### src/rtl/iob_fifo_ctrl.sv
// FIFO controller that sequences an external two-port RAM (registered read port) as a FIFO.
// Holds only the read/write pointers, the pop_valid flag and the overflow/underflow pulses.
module iob_fifo_ctrl #(
    parameter int DATA_W = 16,
    parameter int ADDR_W = 6
) (
    input  logic              clk,
    input  logic              rst_n,
    input  logic              clr,
    input  logic              push,
    input  logic [DATA_W-1:0] push_data,
    output logic              full,
    input  logic              pop,
    output logic [DATA_W-1:0] pop_data,
    output logic              pop_valid,
    output logic              empty,
    output logic [ADDR_W:0]   level,
    output logic              overflow,
    output logic              underflow,
    output logic              ram_w_en,
    output logic [ADDR_W-1:0] ram_w_addr,
    output logic [DATA_W-1:0] ram_data_in,
    output logic              ram_r_en,
    output logic [ADDR_W-1:0] ram_r_addr,
    input  logic [DATA_W-1:0] ram_data_out
);

    logic [ADDR_W:0] wptr;
    logic [ADDR_W:0] rptr;
    logic            pop_acc;
    logic            push_acc;

    // The extra MSB on each pointer separates full from empty when the low bits match.
    assign level = wptr - rptr;
    assign empty = (wptr == rptr);
    assign full  = (wptr[ADDR_W] != rptr[ADDR_W]) &&
                   (wptr[ADDR_W-1:0] == rptr[ADDR_W-1:0]);

    // rst_n gates acceptance so the RAM sees no enables while reset is held.
    assign pop_acc  = pop & ~empty & ~clr & rst_n;
    assign push_acc = push & (~full | pop_acc) & ~clr & rst_n;

    assign ram_w_en    = push_acc;
    assign ram_w_addr  = wptr[ADDR_W-1:0];
    assign ram_data_in = push_data;
    assign ram_r_en    = pop_acc;
    assign ram_r_addr  = rptr[ADDR_W-1:0];
    assign pop_data    = ram_data_out;

    always_ff @(posedge clk or negedge rst_n) begin
        if (!rst_n) begin
            wptr      <= '0;
            rptr      <= '0;
            pop_valid <= 1'b0;
            overflow  <= 1'b0;
            underflow <= 1'b0;
        end else begin
            pop_valid <= pop_acc;
            overflow  <= push & ~push_acc & ~clr;
            underflow <= pop & ~pop_acc & ~clr;
            if (clr) begin
                wptr <= '0;
                rptr <= '0;
            end else begin
                wptr <= wptr + {{ADDR_W{1'b0}}, push_acc};
                rptr <= rptr + {{ADDR_W{1'b0}}, pop_acc};
            end
        end
    end

endmodule

### config.mk
export PLATFORM = sky130hd
export DESIGN_NAME = iob_fifo_ctrl
export DESIGN_NICKNAME = d
export VERILOG_FILES = /design/src/rtl/iob_fifo_ctrl.sv
export SDC_FILE = /design/constraint.sdc
export NUM_CORES = 1
export LEC_CHECK = 0
export BUFFER_PORTS_ARGS = -buffer_cell sky130_fd_sc_hd__buf_4
export CORE_MARGIN = 2
export CORE_UTILIZATION = 38
export CTS_CLUSTER_DIAMETER = 80
export DETAILED_ROUTE_END_ITERATION = 8
export GPL_TIMING_DRIVEN = 0
export PLACE_DENSITY = 0.88
export SLEW_MARGIN = 20
export SYNTH_ARGS = -nofsm -noshare
export SYNTH_HDL_FRONTEND = slang
export SYNTH_SLANG_ARGS = --single-unit
### constraint.sdc
create_clock -name clk -period 2.4 [get_ports clk]
set_input_delay 0.12 -clock clk [delete_from_list [all_inputs] [get_ports clk]]
set_output_delay 0.12 -clock clk [all_outputs]
set_load 0.02 [all_outputs]
==> flow_summary_export.csv, run 1 <==
group,metric,value,unit
timing,setup_viol_count_final,0,
worst_setup_path,critPathTopFamily,"simple AND/OR/NAND/NOR gates",
worst_setup_path,rrSetupSlack,3,ps
synthesis,syn_inst,153,
run_status,status,"finished, final reports clean",
floorplan,die_h,64.84,um
timing,skew,8.275,ps
clock_tree,h-tree-depth,1,
worst_setup_path,cp-end-kind,"register",
worst_setup_path,worstSetupStartpointType,"register",
synthesis,synth.top_cell.area_share,0.3025,
final_layout,diodes,0,
timing,finalHoldWorstSlack,61.31,ps
synthesis,avgSynthCellArea,9.192,um^2
final_layout,synthToLayoutAreaGrowth,60.85,%
clock_tree,cts.sinks,17,
worst_setup_path,cp.arrival,2520,ps
power,power.density,320.4,nW/um^2
routing,avgRoutedWirePerCell,13.02,um
timing,setup_tns,0,ps
power,p_switching,212.0,uW
clock_tree,clockBufferDepth,2,
clock_tree,numCtsBuffers,3,
synthesis,synthesis.nets,201,
power,pwr-share-comb,0.288,
global_route,grt_pass1_wl,4.616,mm
worst_setup_path,cp_num_cells,12,
synthesis,ys_seq_elements,17,
global_route,grt_pass1_vias,1025,
worst_setup_path,cp_max_fo,3,
floorplan,io_pins,95,
timing,worst_pin_slew,468.5,ps
clock_tree,cts_root_buf,"clkbuf_8",
worst_setup_path,path_cells,"inv_1, ha_1, and4_4, nand4_1, inv_2, nor3b_4, ha_2, ha_4, nand3_2, nor3_2, xnor2_1, nor2_1",
worst_setup_path,critPathSlowestCell,"dfrtp_1",
worst_hold_path,hold_class,"input pin to register",
synthesis,synth-edff-count,0,
synthesis,synth-async-reset-ratio,1.000,
final_layout,n_fill_cell,309,
floorplan,initial_core_util,0.3900,
worst_setup_path,rr_startpoint,"wptr[0]$_DFF_PN0_",
worst_setup_path,crit_required,2520,ps
synthesis,seq_area_frac_synth,0.3025,
timing,hold_viol_final,0,
global_route,grt_max_degree,21,
timing,maxSlewHeadroom,0.6854,
timing,rsz0062_at_grt,"yes",
clock_tree,cts.clk_slew.worst_paths,70,ps
worst_setup_path,critPathLaunch,"wptr[0]$_DFF_PN0_",
flow_run,drv_cap,0,
synthesis,synth_commonest_cells,"44 x buf_4, 17 x dfrtp_1, 14 x nor2_1",
routing,vias_per_cell,4.628,
clock_tree,clk_latency,260,ps
routing,wirelength,3.711,mm
global_route,grt_usage,0.1429,
power,clockPowerShare,0.309,
synthesis,ys_types,35,
routing,drt_pass1_iterations,4,
synthesis,yosysWarnings,0,
power,vdd_drop_max,152.3,uV
power,sequentialPowerShare,0.403,
routing,first_iter_violations,70,
synthesis,yosysMostFrequentCell,"buf_4",
timing,finalCritPeriodShare,0.9986,
synthesis,synth_flop_cell,"dfrtp_1",
timing,max_freq,417.2,MHz
power,internal_power,512.8,uW
worst_setup_path,cp_num_buf_inv,2,
final_layout,layout.nets,286,
floorplan,die-area,4204,um^2
final_layout,layout-drive-gt1-share,0.6624,
placed_design,routabilityCongestion,0.7585,
worst_setup_path,r2r_cells,12,
synthesis,synth_area_leaders,"dfrtp_1 30%, buf_4 23%, ha_1 8.9%, xnor2_1 6.2%, nor2_1 3.7%",
global_route,antenna_found_initial,0,
synthesis,netlist_area,1406,um^2
synthesis,synth_top_area_cell,"dfrtp_1",
power,power_leakage,0.001198,uW
global_route,grt_overflow_total,0,
floorplan,core-area,3606,um^2
timing,min_period,2397,ps
floorplan,die_width,64.84,um
power,p_sw_frac,0.2925,
routing,num_vias,1319,
final_layout,layout.cells.non_filler,285,
placed_design,port_buffers,62,
floorplan,num_rows,22,
timing,slew_viol_final,0,
worst_setup_path,cp_slowest_stage_delay,370,ps
worst_setup_path,criticalPathCategory,"register to register",
worst_setup_path,setup.worst_path.end,"rptr[6]$_DFF_PN0_",
clock_tree,tritoncts,"yes",
placed_design,dp_hpwl,2.457,mm
power,power.total,724.7,uW
routing,drcViolationCount,0,
placed_design,place_inst,263,
worst_setup_path,rr_endpoint,"rptr[6]$_DFF_PN0_",
routing,detail-route-antenna-nets,0,
-- layout by cell type (no fill, tap or decap), types with 3 or more instances in the layout --
master    count
dfrtp_1      12
nor2_1       13
o21ai_0       3
xnor2_1      10
nor2b_1       5
ha_2          4
buf_4       123
a21oi_1       3
ha_4          5
clkbuf_8      3
dfrtp_2       5
inv_2         3
inv_1         8
-- worst min-delay path by stage --
stage | from | to | slack (ps) | cells after the start
floorplan | rst_n | overflow$_DFF_PN0_ | -180 | 0
global placement | rst_n | overflow$_DFF_PN0_ | 2 | 1
detailed placement | rst_n | overflow$_DFF_PN0_ | 6 | 1
CTS | clr | wptr[1]$_DFF_PN0_ | 70 | 2
global route | clr | wptr[0]$_DFF_PN0_ | 80 | 2
finish | clr | wptr[1]$_DFF_PN0_ | 60 | 2
-- per-layer routing --
metal	wire length (um)	vias up	global-route usage
met5	0	-	0
met4	104	0	0.07181
met3	231	9	0.01910
met2	1949	65	0.2423
met1	1425	617	0.1766
li1	-	628	-
-- cell type report --
type | instances | area [um^2] | area share
Multi-Input combinational cell | 80 | 745.7 | 0.3296
Inverter | 11 | 41.29 | 0.01825
Clock buffer | 3 | 41.29 | 0.01825
Timing Repair Buffer | 80 | 603.1 | 0.2666
Clock inverter | 1 | 5.005 | 0.002212
Sequential cell | 17 | 431.7 | 0.1908
Buffer | 45 | 334.1 | 0.1477
Tap cell | 48 | 60.06 | 0.02655
-- worst register-to-register path, delay by kind of cell, from the launching register on --
kind	cells	cell delay (ps)
adder cells (fa/ha/maj)	3	700
flip-flops	1	370
XOR/XNOR	1	140
buffers and inverters	2	130
AND/OR/NAND/NOR	6	910
-- registers in the layout (all words and copies together) (netlist names) --
register   flops
overflow       1
wptr           7
underflow      1
pop_valid      1
rptr           7
-- power by group through the flow --
stage	clock, uW	sequential, uW	combinational [uW]
3_3_place_gp	0	298	188
6_report	224	292	209
3_5_place_dp	0	298	192
5_1_grt	240	292	221
4_1_cts	218	292	196
2_1_floorplan	0	300	115
-- per-stage QoR --
stage               setup slack, ps  utilization  area, um^2
floorplan                     9.452            -        1479
global placement              77.96       0.5559        2004
detailed placement            13.87       0.5559        2004
CTS                           13.19       0.5739        2069
global route                 -136.6       0.6273        2262
finish                        3.262       0.6273        2262
-- cells by family after synthesis --
logic type | after synthesis | share of synthesized area
compound gates | 14 | 0.07206
xor+xnor | 13 | 0.08630
fa+ha+maj | 11 | 0.1032
buf+inv | 56 | 0.2669
flops | 17 | 0.3025
mux | 1 | 0.007118
simple gates | 41 | 0.1619
-- what timing repair did --
| action | in CTS | in global routing |
|---|---|---|
| hold endpoints to repair | 17 | 0 |
| pin swaps | 0 | 13 |
| buffers inserted | 0 | 17 |
| hold buffers | 1 | 0 |
| resized for setup | 1 | 16 |
| setup endpoints to repair | 1 | 6 |
Power figures use the tool's default switching activity.
==> run 2: changes to the inputs <==
--- a/config.mk
+++ b/config.mk
@@ -9,8 +9,10 @@
 export CORE_MARGIN = 2
 export CORE_UTILIZATION = 38
 export CTS_CLUSTER_DIAMETER = 80
+export CTS_CLUSTER_SIZE = 25
 export DETAILED_ROUTE_END_ITERATION = 8
 export GPL_TIMING_DRIVEN = 0
+export HOLD_SLACK_MARGIN = 0.08
 export PLACE_DENSITY = 0.88
 export SLEW_MARGIN = 20
 export SYNTH_ARGS = -nofsm -noshare
==> run 2 against run 1 <==
Worst setup slack improved by 2.0 ps. Global-route usage increased by 0.29 points. Count of clock-buffer cells in the layout unchanged. Non-clock buffer count increased by 3. Via count increased by 0.53%. Sequential cell count unchanged. Fmax about the same. Hold slack improved by 47 ps. First-iteration DRC count decreased by 41%. Sequential power about the same. Total power decreased by 0.15%. Critical path depth decreased by 1. Critical endpoint unchanged.
==> flow_summary_export.csv, run 2 (synthesis results as in run 1) <==
group,metric,value,unit
run_status,status,"finished, final reports clean",
timing,finalCritPeriodShare,0.9978,
power,sequentialPowerShare,0.403,
worst_setup_path,r2r_cells,11,
floorplan,die_h,64.84,um
global_route,grt_overflow_total,0,
power,power_leakage,0.001210,uW
timing,rsz0062_at_grt,"yes",
routing,detail-route-antenna-nets,0,
worst_hold_path,holdPathEnd,"overflow$_DFF_PN0_",
timing,finalHoldWorstSlack,108.5,ps
floorplan,io_pins,95,
worst_setup_path,rrSetupSlack,5,ps
power,power.density,316.4,nW/um^2
final_layout,register_area,431.7,um^2
timing,setup_tns,0,ps
placed_design,dp_hpwl,2.457,mm
worst_hold_path,holdCritStartpoint,"push",
clock_tree,clk_latency,260,ps
timing,hold_viol_final,0,
global_route,grt_usage,0.1458,
worst_hold_path,hold_class,"input pin to register",
worst_setup_path,criticalPathCategory,"register to register",
clock_tree,cts.sinks,17,
placed_design,port_buffers,62,
timing,max_freq,417.6,MHz
final_layout,n_fill_cell,307,
worst_setup_path,cp_num_cells,11,
floorplan,num_rows,22,
power,vdd_drop_max,149.1,uV
routing,drcViolationCount,0,
final_layout,layout.nets,289,
final_layout,layout-drive-gt1-share,0.6625,
power,clockPowerShare,0.306,
final_layout,synthToLayoutAreaGrowth,62.63,%
worst_setup_path,crit_required,2520,ps
power,pwr-share-comb,0.291,
routing,first_iter_violations,41,
clock_tree,tritoncts,"yes",
worst_setup_path,cp.arrival,2520,ps
global_route,grt_pass1_vias,1044,
final_layout,layout_commonest_cell,"buf_4",
floorplan,core-area,3606,um^2
timing,setup_viol_count_final,0,
worst_setup_path,cp_slowest_stage_delay,420,ps
clock_tree,cts_root_buf,"clkbuf_8",
final_layout,diodes,0,
worst_setup_path,rr_endpoint,"rptr[6]$_DFF_PN0_",
global_route,grt_pass1_wl,4.719,mm
timing,slew_viol_final,0,
power,internal_power,514.0,uW
worst_setup_path,critPathTopFamily,"simple AND/OR/NAND/NOR gates",
timing,worst_pin_slew,467.6,ps
worst_setup_path,cp-end-kind,"register",
clock_tree,h-tree-depth,1,
flow_run,drv_cap,0,
routing,num_vias,1326,
clock_tree,cts.clk_slew.worst_paths,70,ps
floorplan,die-area,4204,um^2
routing,vias_per_cell,4.604,
worst_setup_path,path_cells,"ha_1, and4_4, nand4_1, inv_2, nor3b_4, ha_2, ha_4, nand3_2, nor3_2, xnor2_1, nor2_1",
clock_tree,numCtsBuffers,3,
worst_setup_path,cp_num_buf_inv,1,
floorplan,die_width,64.84,um
routing,drt_pass1_iterations,4,
final_layout,multi_input_area,745.7,um^2
timing,min_period,2395,ps
timing,skew,6.187,ps
global_route,grt_max_degree,21,
worst_hold_path,worstHoldPathCells,2,
power,power.total,723.7,uW
worst_setup_path,cp_max_fo,3,
worst_setup_path,critPathSlowestCell,"dfrtp_1",
timing,maxSlewHeadroom,0.6861,
placed_design,routabilityCongestion,0.7585,
clock_tree,clockBufferDepth,2,
worst_setup_path,worstSetupStartpointType,"register",
final_layout,most-common-layout-cells,"125 x buf_4, 13 x nor2_1, 12 x dfrtp_1",
power,p_sw_frac,0.2898,
final_layout,reg_top3,"rptr x7, wptr x7",
routing,avgRoutedWirePerCell,13.10,um
power,p_switching,209.7,uW
routing,wirelength,3.772,mm
floorplan,initial_core_util,0.3900,
worst_setup_path,rr_startpoint,"rptr[0]$_DFF_PN0_",
global_route,antenna_found_initial,0,
-- run 2: changes by cell type in the layout (fill, tap and decap cells not counted), sizes merged --
cell	delta
dlygate4sd3	+1
buf	+2
-- run 2: worst max-delay path by stage --
stage | from | endpoint
floorplan | rptr[5]$_DFF_PN0_ | rptr[6]$_DFF_PN0_
global placement | wptr[0]$_DFF_PN0_ | rptr[6]$_DFF_PN0_
finish | rptr[0]$_DFF_PN0_ | rptr[6]$_DFF_PN0_
CTS | wptr[0]$_DFF_PN0_ | rptr[6]$_DFF_PN0_
global route | wptr[0]$_DFF_PN0_ | rptr[6]$_DFF_PN0_
detailed placement | wptr[4]$_DFF_PN0_ | wptr[6]$_DFF_PN0_
-- run 2: per-stage QoR --
step	area [um^2]	setup slack, ps	utilization	std cells
finish	2287	5.257	0.6343	288
global route	2287	-146.4	0.6343	288
CTS	2079	13.19	0.5767	269
detailed placement	2004	13.87	0.5559	263
global placement	2004	77.96	0.5559	263
floorplan	1479	9.452	-	153
-- run 2: power by group through the flow --
stage,clock network [uW],registers (uW),logic (uW)
floorplan,0,300,115
global placement,0,298,188
detailed placement,0,298,192
CTS,218,292,197
global route,240,292,222
finish,221,292,210
-- run 2: layout make-up --
type                    instances  share of cell area
multi-input cells              80              0.3260
repair buffers                 83              0.2746
clock inverters                 1            0.002188
plain buffers                  45              0.1461
inverters                      11             0.01805
clock buffers                   3             0.01805
flip-flops and latches         17              0.1887
well taps                      48             0.02626
-- run 2: worst reg2reg max path: stages, from the launching register on --
cell,delay (ps)
dfrtp_1,420
ha_1,310
and4_4,220
nand4_1,130
inv_2,80
nor3b_4,260
ha_2,250
ha_4,140
nand3_2,100
nor3_2,140
xnor2_1,140
nor2_1,70
-- run 2: timing repair --
action                     CTS  global route
pin swaps                    0            13
buffers inserted             0            19
hold endpoints to repair    21             0
hold buffers                 2             0
resized for setup            1            16
setup endpoints to repair    1             6
-- run 2: routing by layer --
layer  up-vias  routed length (um)  track usage
met1       620                1449       0.1809
met5         -                   0            0
met4         0                  97      0.07979
li1        636                   -            -
met3         9                 219      0.01910
met2        61                2006       0.2436
